File: src/rtl/mem_arbiter.sv
// mem_arbiter: single owner of the byte-wide RAM/IO port, serving instruction fetch and the load/store buffer.
// Revision 1.0
`default_nettype none

module mem_arbiter #(
  parameter logic [1:0] IO_HI = 2'b11
) (
  input  logic        clk,
  input  logic        rst,
  input  logic        rdy,
  input  logic        jump_wrong_stall,
  input  logic        if_req_flag,
  input  logic [31:0] if_req_addr,
  output logic        if_done_flag,
  output logic [31:0] if_done_data,
  input  logic        lsb_req_flag,
  input  logic [1:0]  lsb_req_width,
  input  logic        lsb_req_type,
  input  logic        lsb_req_sext,
  input  logic [31:0] lsb_req_addr,
  input  logic [31:0] lsb_req_data,
  input  logic [31:0] lsb_req_rob_id,
  output logic        lsb_done_flag,
  output logic        ld_cdb_flag,
  output logic [31:0] ld_cdb_rob_id,
  output logic [31:0] ld_cdb_val,
  input  logic [7:0]  mem_din,
  output logic [7:0]  mem_dout,
  output logic [31:0] mem_a,
  output logic        mem_wr,
  input  logic        io_buffer_full
);

  typedef enum logic [2:0] {
    S_IDLE    = 3'd0,
    S_IF_RD   = 3'd1,
    S_LS_RD   = 3'd2,
    S_LS_WR   = 3'd3,
    S_IO_WAIT = 3'd4
  } state_t;

  state_t      r_state, w_state_nxt;
  logic [1:0]  r_cnt, w_cnt_nxt;
  logic [1:0]  r_last, w_last_nxt;
  logic [31:0] r_addr, w_addr_nxt;
  logic [31:0] r_data, w_data_nxt;
  logic [31:0] r_rob, w_rob_nxt;
  logic        r_sext, w_sext_nxt;
  logic        r_stalled, w_stalled_nxt;
  logic [31:0] r_buf, w_buf_nxt;
  logic [31:0] r_mem_a, w_mem_a_nxt;
  logic [7:0]  r_mem_dout, w_mem_dout_nxt;
  logic        r_mem_wr, w_mem_wr_nxt;
  logic        r_if_done, w_if_done_nxt;
  logic [31:0] r_if_data, w_if_data_nxt;
  logic        r_lsb_done, w_lsb_done_nxt;
  logic        r_cdb_flag, w_cdb_flag_nxt;
  logic [31:0] r_cdb_rob, w_cdb_rob_nxt;
  logic [31:0] r_cdb_val, w_cdb_val_nxt;

  logic [1:0]  w_cnt_inc;
  logic [31:0] w_addr_inc;
  logic [31:0] w_addr_cur;
  logic [31:0] w_fill;
  logic [31:0] w_ld_val;
  logic        w_io_req;
  logic        w_io_cur;

  function automatic logic [7:0] byte_of(input logic [31:0] d, input logic [1:0] i);
    case (i)
      2'd0:    byte_of = d[7:0];
      2'd1:    byte_of = d[15:8];
      2'd2:    byte_of = d[23:16];
      default: byte_of = d[31:24];
    endcase
  endfunction

  assign w_cnt_inc  = r_cnt + 2'd1;
  assign w_addr_inc = r_addr + {30'd0, w_cnt_inc};
  assign w_addr_cur = r_addr + {30'd0, r_cnt};
  assign w_io_req   = (lsb_req_addr[17:16] == IO_HI);
  assign w_io_cur   = (r_addr[17:16] == IO_HI);

  // Assembled word including the byte arriving this cycle.
  always_comb begin
    w_fill = r_buf;
    case (r_cnt)
      2'd0:    w_fill[7:0]   = mem_din;
      2'd1:    w_fill[15:8]  = mem_din;
      2'd2:    w_fill[23:16] = mem_din;
      default: w_fill[31:24] = mem_din;
    endcase
  end

  always_comb begin
    case (r_last)
      2'd0:    w_ld_val = {{24{w_fill[7] & r_sext}}, w_fill[7:0]};
      2'd1:    w_ld_val = {{16{w_fill[15] & r_sext}}, w_fill[15:0]};
      default: w_ld_val = w_fill;
    endcase
  end

  always_comb begin
    w_state_nxt    = r_state;
    w_cnt_nxt      = r_cnt;
    w_last_nxt     = r_last;
    w_addr_nxt     = r_addr;
    w_data_nxt     = r_data;
    w_rob_nxt      = r_rob;
    w_sext_nxt     = r_sext;
    w_stalled_nxt  = r_stalled;
    w_buf_nxt      = r_buf;
    w_mem_a_nxt    = r_mem_a;
    w_mem_dout_nxt = r_mem_dout;
    w_mem_wr_nxt   = 1'b0;
    w_if_done_nxt  = 1'b0;
    w_if_data_nxt  = r_if_data;
    w_lsb_done_nxt = 1'b0;
    w_cdb_flag_nxt = 1'b0;
    w_cdb_rob_nxt  = r_cdb_rob;
    w_cdb_val_nxt  = r_cdb_val;

    case (r_state)
      S_IDLE: begin
        // A request seen while our done pulse is out is the LSB's stale re-pulse.
        if (lsb_req_flag && !r_lsb_done) begin
          w_addr_nxt    = lsb_req_addr;
          w_data_nxt    = lsb_req_data;
          w_rob_nxt     = lsb_req_rob_id;
          w_sext_nxt    = lsb_req_sext;
          w_last_nxt    = (lsb_req_width == 2'b00) ? 2'd0 :
                          (lsb_req_width == 2'b01) ? 2'd1 : 2'd3;
          w_cnt_nxt     = 2'd0;
          w_buf_nxt     = 32'd0;
          w_stalled_nxt = jump_wrong_stall;
          w_mem_a_nxt   = lsb_req_addr;
          if (!lsb_req_type) begin
            w_state_nxt = S_LS_RD;
          end else if (w_io_req && io_buffer_full) begin
            w_state_nxt = S_IO_WAIT;
          end else begin
            w_state_nxt    = S_LS_WR;
            w_mem_wr_nxt   = 1'b1;
            w_mem_dout_nxt = lsb_req_data[7:0];
          end
        end else if (if_req_flag && !jump_wrong_stall) begin
          w_addr_nxt  = if_req_addr;
          w_last_nxt  = 2'd3;
          w_cnt_nxt   = 2'd0;
          w_buf_nxt   = 32'd0;
          w_mem_a_nxt = if_req_addr;
          w_state_nxt = S_IF_RD;
        end
      end

      S_IF_RD: begin
        if (jump_wrong_stall) begin
          w_state_nxt = S_IDLE;
        end else begin
          w_buf_nxt = w_fill;
          if (r_cnt == r_last) begin
            w_if_done_nxt = 1'b1;
            w_if_data_nxt = w_fill;
            w_state_nxt   = S_IDLE;
          end else begin
            w_cnt_nxt   = w_cnt_inc;
            w_mem_a_nxt = w_addr_inc;
          end
        end
      end

      S_LS_RD: begin
        w_buf_nxt     = w_fill;
        w_stalled_nxt = r_stalled | jump_wrong_stall;
        if (r_cnt == r_last) begin
          w_lsb_done_nxt = 1'b1;
          w_cdb_flag_nxt = !(r_stalled || jump_wrong_stall);
          w_cdb_rob_nxt  = r_rob;
          w_cdb_val_nxt  = w_ld_val;
          w_state_nxt    = S_IDLE;
        end else begin
          w_cnt_nxt   = w_cnt_inc;
          w_mem_a_nxt = w_addr_inc;
        end
      end

      S_LS_WR: begin
        if (r_cnt == r_last) begin
          w_lsb_done_nxt = 1'b1;
          w_state_nxt    = S_IDLE;
        end else begin
          w_cnt_nxt   = w_cnt_inc;
          w_mem_a_nxt = w_addr_inc;
          if (w_io_cur && io_buffer_full) begin
            w_state_nxt = S_IO_WAIT;
          end else begin
            w_mem_wr_nxt   = 1'b1;
            w_mem_dout_nxt = byte_of(r_data, w_cnt_inc);
          end
        end
      end

      S_IO_WAIT: begin
        // r_cnt already points at the byte still owed to the IO port.
        if (!io_buffer_full) begin
          w_state_nxt    = S_LS_WR;
          w_mem_wr_nxt   = 1'b1;
          w_mem_a_nxt    = w_addr_cur;
          w_mem_dout_nxt = byte_of(r_data, r_cnt);
        end
      end

      default: w_state_nxt = S_IDLE;
    endcase
  end

  always_ff @(posedge clk) begin
    if (rst) begin
      r_state    <= S_IDLE;
      r_cnt      <= 2'd0;
      r_last     <= 2'd0;
      r_addr     <= 32'd0;
      r_data     <= 32'd0;
      r_rob      <= 32'd0;
      r_sext     <= 1'b0;
      r_stalled  <= 1'b0;
      r_buf      <= 32'd0;
      r_mem_a    <= 32'd0;
      r_mem_dout <= 8'd0;
      r_mem_wr   <= 1'b0;
      r_if_done  <= 1'b0;
      r_if_data  <= 32'd0;
      r_lsb_done <= 1'b0;
      r_cdb_flag <= 1'b0;
      r_cdb_rob  <= 32'd0;
      r_cdb_val  <= 32'd0;
    end else if (rdy) begin
      r_state    <= w_state_nxt;
      r_cnt      <= w_cnt_nxt;
      r_last     <= w_last_nxt;
      r_addr     <= w_addr_nxt;
      r_data     <= w_data_nxt;
      r_rob      <= w_rob_nxt;
      r_sext     <= w_sext_nxt;
      r_stalled  <= w_stalled_nxt;
      r_buf      <= w_buf_nxt;
      r_mem_a    <= w_mem_a_nxt;
      r_mem_dout <= w_mem_dout_nxt;
      r_mem_wr   <= w_mem_wr_nxt;
      r_if_done  <= w_if_done_nxt;
      r_if_data  <= w_if_data_nxt;
      r_lsb_done <= w_lsb_done_nxt;
      r_cdb_flag <= w_cdb_flag_nxt;
      r_cdb_rob  <= w_cdb_rob_nxt;
      r_cdb_val  <= w_cdb_val_nxt;
    end
  end

  assign if_done_flag  = r_if_done;
  assign if_done_data  = r_if_data;
  assign lsb_done_flag = r_lsb_done;
  assign ld_cdb_flag   = r_cdb_flag;
  assign ld_cdb_rob_id = r_cdb_rob;
  assign ld_cdb_val    = r_cdb_val;
  assign mem_a         = r_mem_a;
  assign mem_dout      = r_mem_dout;
  assign mem_wr        = r_mem_wr & rdy;

endmodule

`default_nettype wire

File: config.mk
export PLATFORM = sky130hd
export DESIGN_NAME = mem_arbiter
export DESIGN_NICKNAME = d
export VERILOG_FILES = /design/src/rtl/mem_arbiter.sv
export SDC_FILE = /design/constraint.sdc
export NUM_CORES = 1
export LEC_CHECK = 0
export ABC_AREA = 1
export CAP_MARGIN = 20
export CORE_UTILIZATION = 55
export DETAILED_ROUTE_END_ITERATION = 12
export GPL_TIMING_DRIVEN = 0
export PLACE_DENSITY_LB_ADDON = 0.12
export SKIP_LAST_GASP = 1
export SLEW_MARGIN = 20
export SYNTH_ARGS = -nofsm -noshare
export SYNTH_HDL_FRONTEND = slang
export SYNTH_SLANG_ARGS = --single-unit
export TNS_END_PERCENT = 1
File: constraint.sdc
create_clock -name clk -period 3.3 [get_ports clk]
set_input_delay 0.66 -clock clk [delete_from_list [all_inputs] [get_ports clk]]
set_output_delay 0.66 -clock clk [all_outputs]
set_load 0.05 [all_outputs]
# ---- Word-level counts from Yosys, hierarchy flattened
# Index checks and enable logic that the tools add are counted.
dict set report totals {
  word_cells 137
  in_bits 147
  output_inout_bits 140
  reg_bits 277
}
dict set report classes {
  mux 58
  bitwise_logic 5
  n_addsub 3
  eq_ne 22
  reduce_logical 31
}
# op count
set op_table {}
lappend op_table {{two-way mux 32 bit} 8}
lappend op_table {{one-hot mux 32 bit (4 select lines)} 1}
lappend op_table {{one-hot mux 32 bit (3 select lines)} 1}
lappend op_table {{two-way mux 8 bit} 10}
lappend op_table {{one-hot mux 8 bit (3 select lines)} 3}
lappend op_table {{adder 32 x 2 -> 32 bit} 2}
lappend op_table {{one-hot mux 32 bit (2 select lines)} 1}
lappend op_table {{two-way mux 3 bit} 9}
lappend op_table {{two-way mux 2 bit} 8}
lappend op_table {{AND reduction 4 bit} 4}
lappend op_table {{one-hot mux 3 bit (5 select lines)} 1}
lappend op_table {{!= test 2 bit, second input constant} 7}
lappend op_table {{two-way mux 1 bit} 13}
lappend op_table {{AND reduction 3 bit} 4}
lappend op_table {{nonzero test 3 bit} 3}
lappend op_table {{equality test 2 x 1 -> 1 bit, second input constant} 4}
lappend op_table {{equality test 2 bit, second input constant} 4}
lappend op_table {{logical NOT 2 bit} 4}
lappend op_table {{AND reduction 8 bit} 1}
lappend op_table {{equality test 3 x 2 -> 1 bit, second input constant} 2}
lappend op_table {{!= test 3 bit, second input constant} 2}
lappend op_table {{one-hot mux 2 bit (3 select lines)} 1}
lappend op_table {{AND reduction 5 bit} 1}
lappend op_table {{logical AND 1 bit} 4}
lappend op_table {{16 further kinds} 21}

# ---- Logic depth before layout (Yosys ltp)
dict set report depth {
  ltp_word 6
  ltp_mapped 14
  depth_no_buf 14
}

# ---- Least setup slack after synthesis
# OpenSTA, ideal clock, no wires.
dict set report synth_timing {
  path_type {reg-to-reg}
  from {register r_cnt[0]}
  to {register r_mem_a[20] (netlist: mem_a[20])}
  t_arrival_ps 2188
  n_path_buf 0
  path_slack_ps 1042
  synth_period_minus_slack_ps 2258
  stages_incl_launch_ff 15
  cell_sequence {dfxtp_1 inv_1 ha_1 nand2_1 o21ai_0 fa_1 nand2_1 nor2_1 nand2_1 nor2_1 nand3_1 nand2_1 nand2_1 nand2_1 a21oi_1}
}
dict set report synth_between {
  elab_chain_len 5
}
# item line
set synth_rtl {}
lappend synth_rtl {{start, declared} 43} ;# logic [1:0] r_cnt, w_cnt_nxt;
lappend synth_rtl {{start signal, assigned} 239} ;# r_cnt <= w_cnt_nxt;
lappend synth_rtl {{adder 2 x 1 -> 2 bit} 78} ;# assign w_cnt_inc = r_cnt + 2'd1;
lappend synth_rtl {{adder 32 x 2 -> 32 bit} 79} ;# assign w_addr_inc = r_addr + {30'd0, w_cnt_inc};
lappend synth_rtl {{two-way mux 32 bit} {161, 175, 188}}
lappend synth_rtl {{two-way mux 32 bit} 157} ;# if (jump_wrong_stall) begin
lappend synth_rtl {{one-hot mux 32 bit (4 select lines) (*)} 123} ;# case (r_state)
lappend synth_rtl {{end signal, assigned} 247} ;# r_mem_a <= w_mem_a_nxt;
lappend synth_rtl {{end, declared} 51} ;# logic [31:0] r_mem_a, w_mem_a_nxt;
# Mark *: on every way between the ends. The rest lies on a longest branch, timed or not. The select of a mux whose other input is x is not followed.
# A chain may end at the register's enable or synchronous reset.

# ---- Final worst setup path
dict set report layout_timing {
  from {register r_cnt[0]}
  to {register r_mem_a[27] (netlist: mem_a[27])}
}
# Same word-level chain as after synthesis.

==> impl_metrics.json <==
{
  "synth_top_area_share_pct": 43.0,
  "cts_tree": "built",
  "viasPerCell": 5.50,
  "irDropWorstVdd_v": 0.000477,
  "drc": 0,
  "drive_above_1_share_pct": 5.27,
  "finalSetupViolations": 0,
  "grt_pass1_vias": 13100,
  "die_y_um": 155,
  "met1_length_um": 18400,
  "path_cells": "inv_1 > ha_1 > nand2_1 > o21ai_0 > ha_1 > nand3_1 > nand2_1 > inv_1 > nor2_1 > nand2_1 > nand2_1 > nand3_1 > nand2_1 > a21oi_1",
  "postSynthAreaPerCell_um2": 6.79,
  "ys_warn_count": 0,
  "cts_hold_buf": 0,
  "syn_area_um2": 12900,
  "final.setup.tns_ps": 0,
  "slowest_stage": "dfxtp_1",
  "synthArstFlopShare_pct": 0,
  "power_leakage_nw": 6.96,
  "hold_class": "flop to flop",
  "skew_ps": 15.6,
  "grt_max_degree": 16,
  "syn_inst": 1902,
  "worstPathMaxFanout": 8,
  "numPortBuffers": 285,
  "period_share_pct": 92.5,
  "syn-num-nets": 2059,
  "fmax_mhz": 327,
  "dr.pass1.iters": 8,
  "critPathMostFrequentCell": "nand2_1",
  "slew_viol_final": 0,
  "num_vias": 14000,
  "drv_cap": 0,
  "wl_per_cell_um": 17.3,
  "start_util_pct": 56.5,
  "hpwl_um": 33100,
  "ys_seq_elements": 277,
  "max_slew_margin_pct": 42.0,
  "status": "complete, no violations",
  "num_io_pins": 287,
  "overflow": 0,
  "grt_usage_pct": 36.1,
  "grt_antenna_before_repair": 1,
  "h-tree-depth": 1,
  "fin_nets": 2375,
  "routed.top_layer": "met4",
  "final_common_cell": "nor2_1",
  "synthToLayoutAreaGrowth_pct": 32.9,
  "insertion_delay_ps": 560,
  "hold_violations": 0,
  "end_kind": "flop",
  "cp.arrival_ps": 3480,
  "worst_pin_slew_ps": 861,
  "root_buffer": "clkbuf_16",
  "clock-sinks": 277,
  "crit_required_ps": 3720,
  "finalWirelength_um": 44000,
  "grt_pass1_wl_um": 69000,
  "powerDensity_nw_per_um2": 555,
  "setup.worst_path.start_class": "flop",
  "synth_largest_area_cell": "dfxtp_1",
  "rsz0062_at_grt": "false",
  "cts_buffer_depth": 3,
  "path_clk_slew_ps": 60,
  "core_um2": 22800,
  "fin_crit_ps": 3050,
  "synth_area_leaders": "dfxtp_1, nor2_1, o21ai_0, nand2_1, a21oi_1",
  "fp.dieW_um": 155,
  "drt_iter0_markers": 1292,
  "cts_resized": 0,
  "r2r_start": "r_cnt[0]",
  "routabilityCongestion": 0.960,
  "startpoint": "r_cnt[0]",
  "postCtsSetupRepairBufs": 0,
  "synth_edf_count": 0,
  "critPathMaxStageDelay_ps": 510,
  "routed-wl-met3_um": 4080,
  "layout_common_cells": "nor2_1, nand2_1, o21ai_0",
  "wl_met2_um": 20400,
  "seq_area_frac_synth_pct": 43.0,
  "cts_buffers": 29,
  "ys.flop_type": "dfxtp_1",
  "holdWs_ps": 447,
  "antenna_left": 0,
  "die-area_um2": 24100,
  "min-delay-start": "if_done_data[4]",
  "crit_type": "flop to flop",
  "rows": 55,
  "yosysUniqueCellTypes": 39
}
state kept, by name, summed over array words and instances, names as in the netlist:
| name | flops |
|---|---|
| r_sext | 1 |
| r_addr | 32 |
| r_state | 3 |
| ld_cdb_flag | 1 |
| ld_cdb_rob_id | 32 |
| r_cnt | 2 |
| lsb_done_flag | 1 |
| r_rob | 32 |
| r_data | 32 |
| r_mem_wr | 1 |
| ld_cdb_val | 32 |
| if_done_flag | 1 |
| if_done_data | 32 |
| r_buf | 32 |
| r_stalled | 1 |
| mem_dout | 8 |
| mem_a | 32 |
| r_last | 2 |
power breakdown:
| group | switching, W | internal (W) | leakage, nW |
|---|---|---|---|
| sequential | 0.000188 | 0.00362 | 2.26 |
| combinational | 0.00148 | 0.000763 | 4.21 |
| clock | 0.00139 | 0.00208 | 0.485 |
metal layers:
| layer | global-route usage (%) | vias up |
|---|---|---|
| met4 | 11.2 | 0 |
| li1 | - | 6790 |
| met5 | 0 | - |
| met1 | 46.8 | 6461 |
| met3 | 6.30 | 78 |
| met2 | 61.1 | 695 |
synth_stat cells (all sizes together) (8+ instances only):
cell type and n:
o21ai 300, nor2 413, nand2 361, nand3 46, inv 142, clkbuf 72, dfxtp 277, ha 9
xor2 8, a31oi 9, a21oi 165, buf 40, a211oi 12, nand4 8, mux2i 14, o211ai 9
cells by family (layout without fill, tap and decap cells):
family / Yosys count / count (layout) / share of synthesized area, %
simple gates: 838 / 838 / 25.9
compound gates: 497 / 497 / 20.0
flops: 277 / 277 / 43.0
buf+inv: 256 / 592 / 8.35
mux: 14 / 14 / 1.09
fa+ha+maj: 10 / 10 / 1.03
xor+xnor: 10 / 10 / 0.679
other cells: 0 / 1 / 0
final cells by class:
| class | instances | area, um2 |
|---|---|---|
| well taps | 313 | 392 |
| inverters | 144 | 543 |
| repair buffers | 285 | 2850 |
| clock inverters | 14 | 218 |
| diodes | 1 | 2.50 |
| multi-input cells | 1369 | 6290 |
| plain buffers | 112 | 534 |
| fillers | 1839 | 5690 |
| clock buffers | 37 | 786 |
| flip-flops and latches | 277 | 5550 |
critical path: cells and delay by family (launching register included):
| family | cells | cell delay (ps) |
|---|---|---|
| buffers and inverters | 2 | 270 |
| adder cells (fa/ha/maj) | 2 | 750 |
| AND/OR/NAND/NOR | 8 | 1110 |
| AO/OA/AOI/OAI | 2 | 250 |
| flip-flops | 1 | 510 |
path summary, 6_finish.rpt:
kind                                         to  slack, ps  depth (start not counted)
worst max-delay path                  mem_a[27]        250                         14
worst min-delay path            if_done_data[4]        450                          2
worst max register to register        mem_a[27]        250                         14
worst min register to register  if_done_data[4]        450                          2
per-stage QoR:
| step | cells | area (um2) | power [W] | utilization (%) | setup WS (ps) |
|---|---|---|---|---|---|
| floorplan | 1902 | 12900 | 0.00524 | - | 1040 |
| global placement | 2500 | 16200 | 0.00601 | 70.7 | 343 |
| detailed placement | 2500 | 16200 | 0.00606 | 70.7 | 269 |
| CTS | 2551 | 17200 | 0.00949 | 75.1 | 332 |
| global route | 2552 | 17200 | 0.00988 | 75.1 | 120 |
| finish | 2552 | 17200 | 0.00952 | 75.1 | 246 |
No activity file was read; power rests on OpenSTA's default activity.
